`src/rtl/prog_clock_divider_if.sv`:
```
// Configuration write port of prog_clock_divider: ready/valid transfer of a
// new divide value into one channel's shadow register.
interface prog_clock_divider_if #(
  parameter int CH_W  = 2,
  parameter int CNT_W = 32
);
  logic             cfg_valid;
  logic [CH_W-1:0]  cfg_ch;
  logic [CNT_W-1:0] cfg_div;
  logic             cfg_ready;

  modport master (output cfg_valid, output cfg_ch, output cfg_div, input cfg_ready);
  modport slave  (input cfg_valid, input cfg_ch, input cfg_div, output cfg_ready);
endinterface

```
`src/rtl/prog_clock_divider.sv`:
```
// Multi-channel 50%-duty programmable clock divider with glitch-free reload at
// terminal count. Define CLKDIV_TICK_EN to add a per-channel rising-edge tick output.
module prog_clock_divider #(
  parameter int NUM_CH      = 4,
  parameter int CNT_W       = 32,
  parameter int DEFAULT_DIV = 25000000,
  parameter int CH_W        = 2
) (
  input  logic                clkin,
  input  logic                reset,
  input  logic [NUM_CH-1:0]   en,
  prog_clock_divider_if.slave cfg,
  output logic [NUM_CH-1:0]   clkout
`ifdef CLKDIV_TICK_EN
  ,
  output logic [NUM_CH-1:0]   tick
`endif
);

  localparam int CH_SLOTS = 1 << CH_W;

  logic [NUM_CH-1:0]   pending_vec;
  logic [CH_SLOTS-1:0] slot_live;
  logic [CH_SLOTS-1:0] slot_pending;
  logic                cfg_fire;

  // Pad per-channel state out to every cfg_ch code so out-of-range codes read as not ready.
  generate
    for (genvar gi = 0; gi < CH_SLOTS; gi++) begin : slot_g
      if (gi < NUM_CH) begin : live_g
        assign slot_live[gi]    = 1'b1;
        assign slot_pending[gi] = pending_vec[gi];
      end else begin : dead_g
        assign slot_live[gi]    = 1'b0;
        assign slot_pending[gi] = 1'b0;
      end
    end
  endgenerate

  assign cfg.cfg_ready = slot_live[cfg.cfg_ch] && !slot_pending[cfg.cfg_ch];
  assign cfg_fire      = cfg.cfg_valid && cfg.cfg_ready;

  generate
    for (genvar gi = 0; gi < NUM_CH; gi++) begin : ch_g
      logic [CNT_W-1:0] cnt_q, cnt_d;
      logic [CNT_W-1:0] div_act_q, div_act_d;
      logic [CNT_W-1:0] shadow_q, shadow_d;
      logic             clk_q, clk_d;
      logic             pending_q, pending_d;
      logic             tc;
      logic             wr_sel;
`ifdef CLKDIV_TICK_EN
      logic             tick_q, tick_d;
`endif

      assign wr_sel = cfg_fire && (cfg.cfg_ch == CH_W'(gi));

      always_comb begin
        cnt_d     = cnt_q;
        div_act_d = div_act_q;
        shadow_d  = shadow_q;
        clk_d     = clk_q;
        pending_d = pending_q;
        tc        = (cnt_q >= div_act_q);
`ifdef CLKDIV_TICK_EN
        tick_d    = 1'b0;
`endif
        if (!en[gi]) begin
          cnt_d = '0;
          clk_d = 1'b0;
          if (pending_q) begin
            div_act_d = shadow_q;
            pending_d = 1'b0;
          end
        end else if (tc) begin
          cnt_d = '0;
          clk_d = !clk_q;
`ifdef CLKDIV_TICK_EN
          tick_d = !clk_q;
`endif
          if (pending_q) begin
            div_act_d = shadow_q;
            pending_d = 1'b0;
          end
        end else begin
          cnt_d = cnt_q + 1'b1;
        end
        // Writes are only accepted while nothing is pending, so this never races an apply.
        if (wr_sel) begin
          shadow_d  = cfg.cfg_div;
          pending_d = 1'b1;
        end
      end

      always_ff @(posedge clkin) begin
        if (reset) begin
          cnt_q     <= '0;
          div_act_q <= CNT_W'(DEFAULT_DIV);
          shadow_q  <= '0;
          clk_q     <= 1'b0;
          pending_q <= 1'b0;
`ifdef CLKDIV_TICK_EN
          tick_q    <= 1'b0;
`endif
        end else begin
          cnt_q     <= cnt_d;
          div_act_q <= div_act_d;
          shadow_q  <= shadow_d;
          clk_q     <= clk_d;
          pending_q <= pending_d;
`ifdef CLKDIV_TICK_EN
          tick_q    <= tick_d;
`endif
        end
      end

      assign clkout[gi]      = clk_q;
      assign pending_vec[gi] = pending_q;
`ifdef CLKDIV_TICK_EN
      assign tick[gi]        = tick_q;
`endif
    end
  endgenerate

endmodule

```
`src/flat_wrapper.sv`:
```
// flat-port wrapper written by rule: the top's interface ports become plain ports
module prog_clock_divider_flat 
#(
  parameter int NUM_CH      = 4,
  parameter int CNT_W       = 32,
  parameter int DEFAULT_DIV = 25000000,
  parameter int CH_W        = 2
)
  (clkin, reset, en, clkout, cfg_cfg_valid, cfg_cfg_ch, cfg_cfg_div, cfg_cfg_ready);
  prog_clock_divider_if #(.CH_W(CH_W), .CNT_W(CNT_W)) cfg_i ();
  input  logic clkin;
  input  logic reset;
  input  logic [NUM_CH-1:0] en;
  output logic [NUM_CH-1:0] clkout;
  input wire logic [$bits(cfg_i.cfg_valid)-1:0] cfg_cfg_valid;
  input wire logic [$bits(cfg_i.cfg_ch)-1:0] cfg_cfg_ch;
  input wire logic [$bits(cfg_i.cfg_div)-1:0] cfg_cfg_div;
  output wire logic [$bits(cfg_i.cfg_ready)-1:0] cfg_cfg_ready;
  assign cfg_i.cfg_valid = cfg_cfg_valid;
  assign cfg_i.cfg_ch = cfg_cfg_ch;
  assign cfg_i.cfg_div = cfg_cfg_div;
  assign cfg_cfg_ready = cfg_i.cfg_ready;
  prog_clock_divider #(.NUM_CH(NUM_CH), .CNT_W(CNT_W), .DEFAULT_DIV(DEFAULT_DIV), .CH_W(CH_W)) u_core (.clkin(clkin), .reset(reset), .en(en), .cfg(cfg_i), .clkout(clkout));
endmodule
```
`config.mk`:
```
export PLATFORM = sky130hd
export DESIGN_NAME = prog_clock_divider_flat
export DESIGN_NICKNAME = d
export VERILOG_FILES = /design/src/rtl/prog_clock_divider_if.sv /design/src/rtl/prog_clock_divider.sv /design/src/flat_wrapper.sv
export SDC_FILE = /design/constraint.sdc
export NUM_CORES = 1
export LEC_CHECK = 0
export ABC_AREA = 0
export CAP_MARGIN = 20
export CORE_MARGIN = 2
export CORE_UTILIZATION = 62
export CTS_CLUSTER_DIAMETER = 100
export CTS_CLUSTER_SIZE = 10
export DETAILED_ROUTE_END_ITERATION = 6
export PLACE_DENSITY = 0.8
export SETUP_SLACK_MARGIN = 0.02
export SKIP_LAST_GASP = 1
export SLEW_MARGIN = 0
export SYNTH_ARGS = -nofsm -noshare
export SYNTH_HDL_FRONTEND = slang
export SYNTH_SLANG_ARGS = --single-unit
```
`constraint.sdc`:
```
create_clock -name clkin -period 2.61 [get_ports clkin]
set_input_delay 0.3915 -clock clkin [delete_from_list [all_inputs] [get_ports clkin]]
set_output_delay 0.3915 -clock clkin [all_outputs]
set_load 0.05 [all_outputs]
```
==> impl_results.md <==
- Status: finished, final reports clean
- Max Cap Violations: 0
- HPWL Detailed: 27.6 mm
- Final setup violation count: 0
- Clk buf depth: 3
- # diodes: 0
- Sequential area share after synthesis: 0.447
- Final hold vios: 0
- Sinks on the clock net: 392
- Yosys top cell area share: 0.447
- Compound-Gate Fraction of Synth Area: 0.141
- Cell area after synthesis: 17,600 um2
- Critical path class: reg -> reg
- Core Area: 27,900 um2
- Critical Path AT: 2.93 ns
- Critical Path End Type: flip-flop
- Commonest cells post-synth: dfxtp_1, nand2_1, nor2_1
- Post-synth top flop: dfxtp_1
- Worst vdd ir: 544 uV
- Routed vias: 13,700
- CTS H-tree lvls: 2
- Post-Route Utilization: 0.707
- Overall power: 12.1 mW
- Hold Path Origin: reset
- EDFF count, synth: 0
- Hold path cells: 2
- Detailed Routing Iterations Pass 1: 6
- Unique masters post-synth: 53
- Setup slack, reg-to-reg: 0.1 ns
- Yosys warns: 0
- Period utilization: 0.962
- Nets: 2,239
- Io pins: 46
- Crit path time final: 2.51 ns
- Max stage delay on crit path: 0.58 ns
- Global-route wire length before repair: 65.7 mm
- GRT Util Overall: 0.276
- Drt first-iter violations: 1,058
- Detail Route Antenna Nets: 0
- Clock slew at reported path FFs: 0.05 ns
- Worst Tran Pin Value: 0.518 ns
- Adder-cell share of the synthesized area: 0.0940
- Ys async rst share: 0
- Largest family of logic cells by synthesized area: simple AND/OR/NAND/NOR gates
- Unrepaired setup endpoints after global routing: true
- #FFs+latches synth: 392
- PD cells: 613 nW/um2
- Post-synthesis xor/xnor area fraction: 0.0618
- Crit Reg-Reg Endpoint: u_core.ch_g[0].div_act_q[22]
- Row cnt: 61
- Slew margin rel.: 0.653
- CTS Buf Count: 45
- Routed length per instance: 16.4 um
- Crit-path cells: inv_1 -> ha_1 -> nand4_1 -> or4_4 -> nor2_1 -> o2bb2ai_2 -> o31ai_4 -> buf_4 -> clkbuf_16 -> nor3_1 -> a21oi_1
- Placed Area: 18,500 um2
- Initial Util: 0.630
- Vias per inst: 5.61
- Yosys top cell by area: dfxtp_1
- Hold Crit Class: in -> reg
- Avg Cell Area, Syn: 8.69 um2
- Die width: 172 um
- Clock Tree Root: clkbuf_16
- Largest net degree at the start of global routing: 75
- Die Y-Extent: 172 um
- Setup crit start kind: flip-flop
- Area growth syn-to-layout: 12.2%
- Hold endpoint: u_core.ch_g[2].shadow_q[4]
- CP max-delay cell: or4_4
- Die area: 29,700 um2
- Crit path buf inv count: 3
- Max FO, Critical Path: 18
- Routability Congestion: 0.842
- Syn Nets: 2,194
- Worst path top cell family by delay: simple AND/OR/NAND/NOR gates
- Fin. max-slew vios: 0
- Post-Route WL: 40.0 mm
- Clk_skew: 0.0185 ns
- Fmax: 0.398 GHz
- Post-route cell area: 19,700 um2
- Clk_lat worst skew: 0.54 ns
- DRC Markers: 0
- CTS tree: yes
- Critical Path RT: 3.03 ns
- Crit Reg-Reg Startpoint: u_core.ch_g[0].div_act_q[29]
- Worst R2R Path Depth: 11
- Simple-gate share of the synthesized area: 0.183
- Antenna violations before repair: 0
- Synth area leaders: dfxtp_1, ha_1, nand2_1
- Remaining Overflow, GRT: 0
- Fillers: 2,058
- Mux contribution to synthesized area: 0.0114
- Top-count cell post-synth: dfxtp_1
- Fraction of final layout cells sized beyond drive strength 1: 0.0668
- Number of global-route vias before repair: 13,300
- Port buffer count: 45
- Static leakage: 7.96 nW
- Cells after Synth: 2,021
final cells by class:
class                   instances  area (um2)  area share
well taps                     378         473      0.0240
multi-input cells            1365        8680       0.441
flip-flops and latches        392        7850       0.398
clock inverters                 3        26.3     0.00133
clock buffers                  45        1130      0.0572
inverters                     174         653      0.0332
repair buffers                 88         890      0.0452
through the flow:
step / setup slack, ns / TNS [ns] / cells / hold slack, ns
after CTS: 0.0671 / 0 / 2442 / 0.230
after detailed placement: 0.119 / 0 / 2394 / 0.439
after global routing: -0.0307 / -0.0675 / 2445 / 0.255
final: 0.0998 / 0 / 2445 / 0.247
after global placement: 0.214 / 0 / 2394 / 0.434
after floorplan: 0.298 / 0 / 2021 / 0.425
routing by layer:
layer | part of all wire | vias to the layer above | global-route usage
li1 | - | 6832 | -
met1 | 0.44 | 6466 | 0.362
met2 | 0.46 | 307 | 0.457
met3 | 0.051 | 100 | 0.0389
met4 | 0.044 | 0 | 0.118
met5 | 0 | - | 0
layout by cell type, fill, tap and decap left out, types with 8 or more instances in the layout:
cell type and n:
nand4_1 35, inv_1 174, a2bb2oi_1 16, nor2b_1 8, a21oi_1 191, o21ai_0 20, mux2i_1 20, buf_4 35
clkbuf_16 46, o2bb2ai_1 60, xnor2_1 40, nor3_1 20, nand2_1 341, buf_12 8, clkdlybuf4s50_1 43, nand3_1 50
and3_1 27, nor2_1 194, a21o_1 20, ha_1 132, dfxtp_1 392, and2_1 8, nand2b_1 10, xor2_1 84
and4_1 13, a2bb2oi_2 20
state kept, by name (all words and copies together) (netlist names):
name	count
u_core.ch_g.div_act_q	128
u_core.ch_g.cnt_q	128
u_core.ch_g.shadow_q	128
u_core.ch_g.pending_q	4
u_core.ch_g.clk_q	4
timing repair:
action / CTS / global route
resized for setup: 0 / 6
setup buffers: 0 / 2
hold buffers: 0 / 0
setup endpoints to repair: 0 / 92
power breakdown:
part / internal, mW / switching, mW / leakage [nW]
sequential: 6.10 / 0.0661 / 3.17
clock: 3.03 / 2.25 / 0.568
combinational: 0.242 / 0.389 / 4.22
total: 9.37 / 2.71 / 7.96
cells by family after synthesis:
family | count (synthesis)
XOR/XNOR | 124
multiplexers | 20
buffers and inverters | 264
adder cells (fa/ha/maj) | 132
AND/OR/NAND/NOR | 731
AO/OA/AOI/OAI | 358
flip-flops | 392
worst max-delay path by stage:
stage                                      start  slack, ns  cells past startpoint                            to
floorplan                u_core.ch_g[0].cnt_q[0]       0.30                     11  u_core.ch_g[0].div_act_q[10]
global placement        u_core.ch_g[1].cnt_q[25]       0.21                      9   u_core.ch_g[1].div_act_q[6]
detailed placement   u_core.ch_g[2].div_act_q[9]       0.12                     10  u_core.ch_g[2].div_act_q[30]
CTS                  u_core.ch_g[0].div_act_q[7]       0.07                     10  u_core.ch_g[0].div_act_q[25]
global route         u_core.ch_g[0].div_act_q[7]      -0.03                     10   u_core.ch_g[0].div_act_q[7]
finish              u_core.ch_g[0].div_act_q[29]        0.1                     11  u_core.ch_g[0].div_act_q[22]
Power figures use the tool's default switching activity.
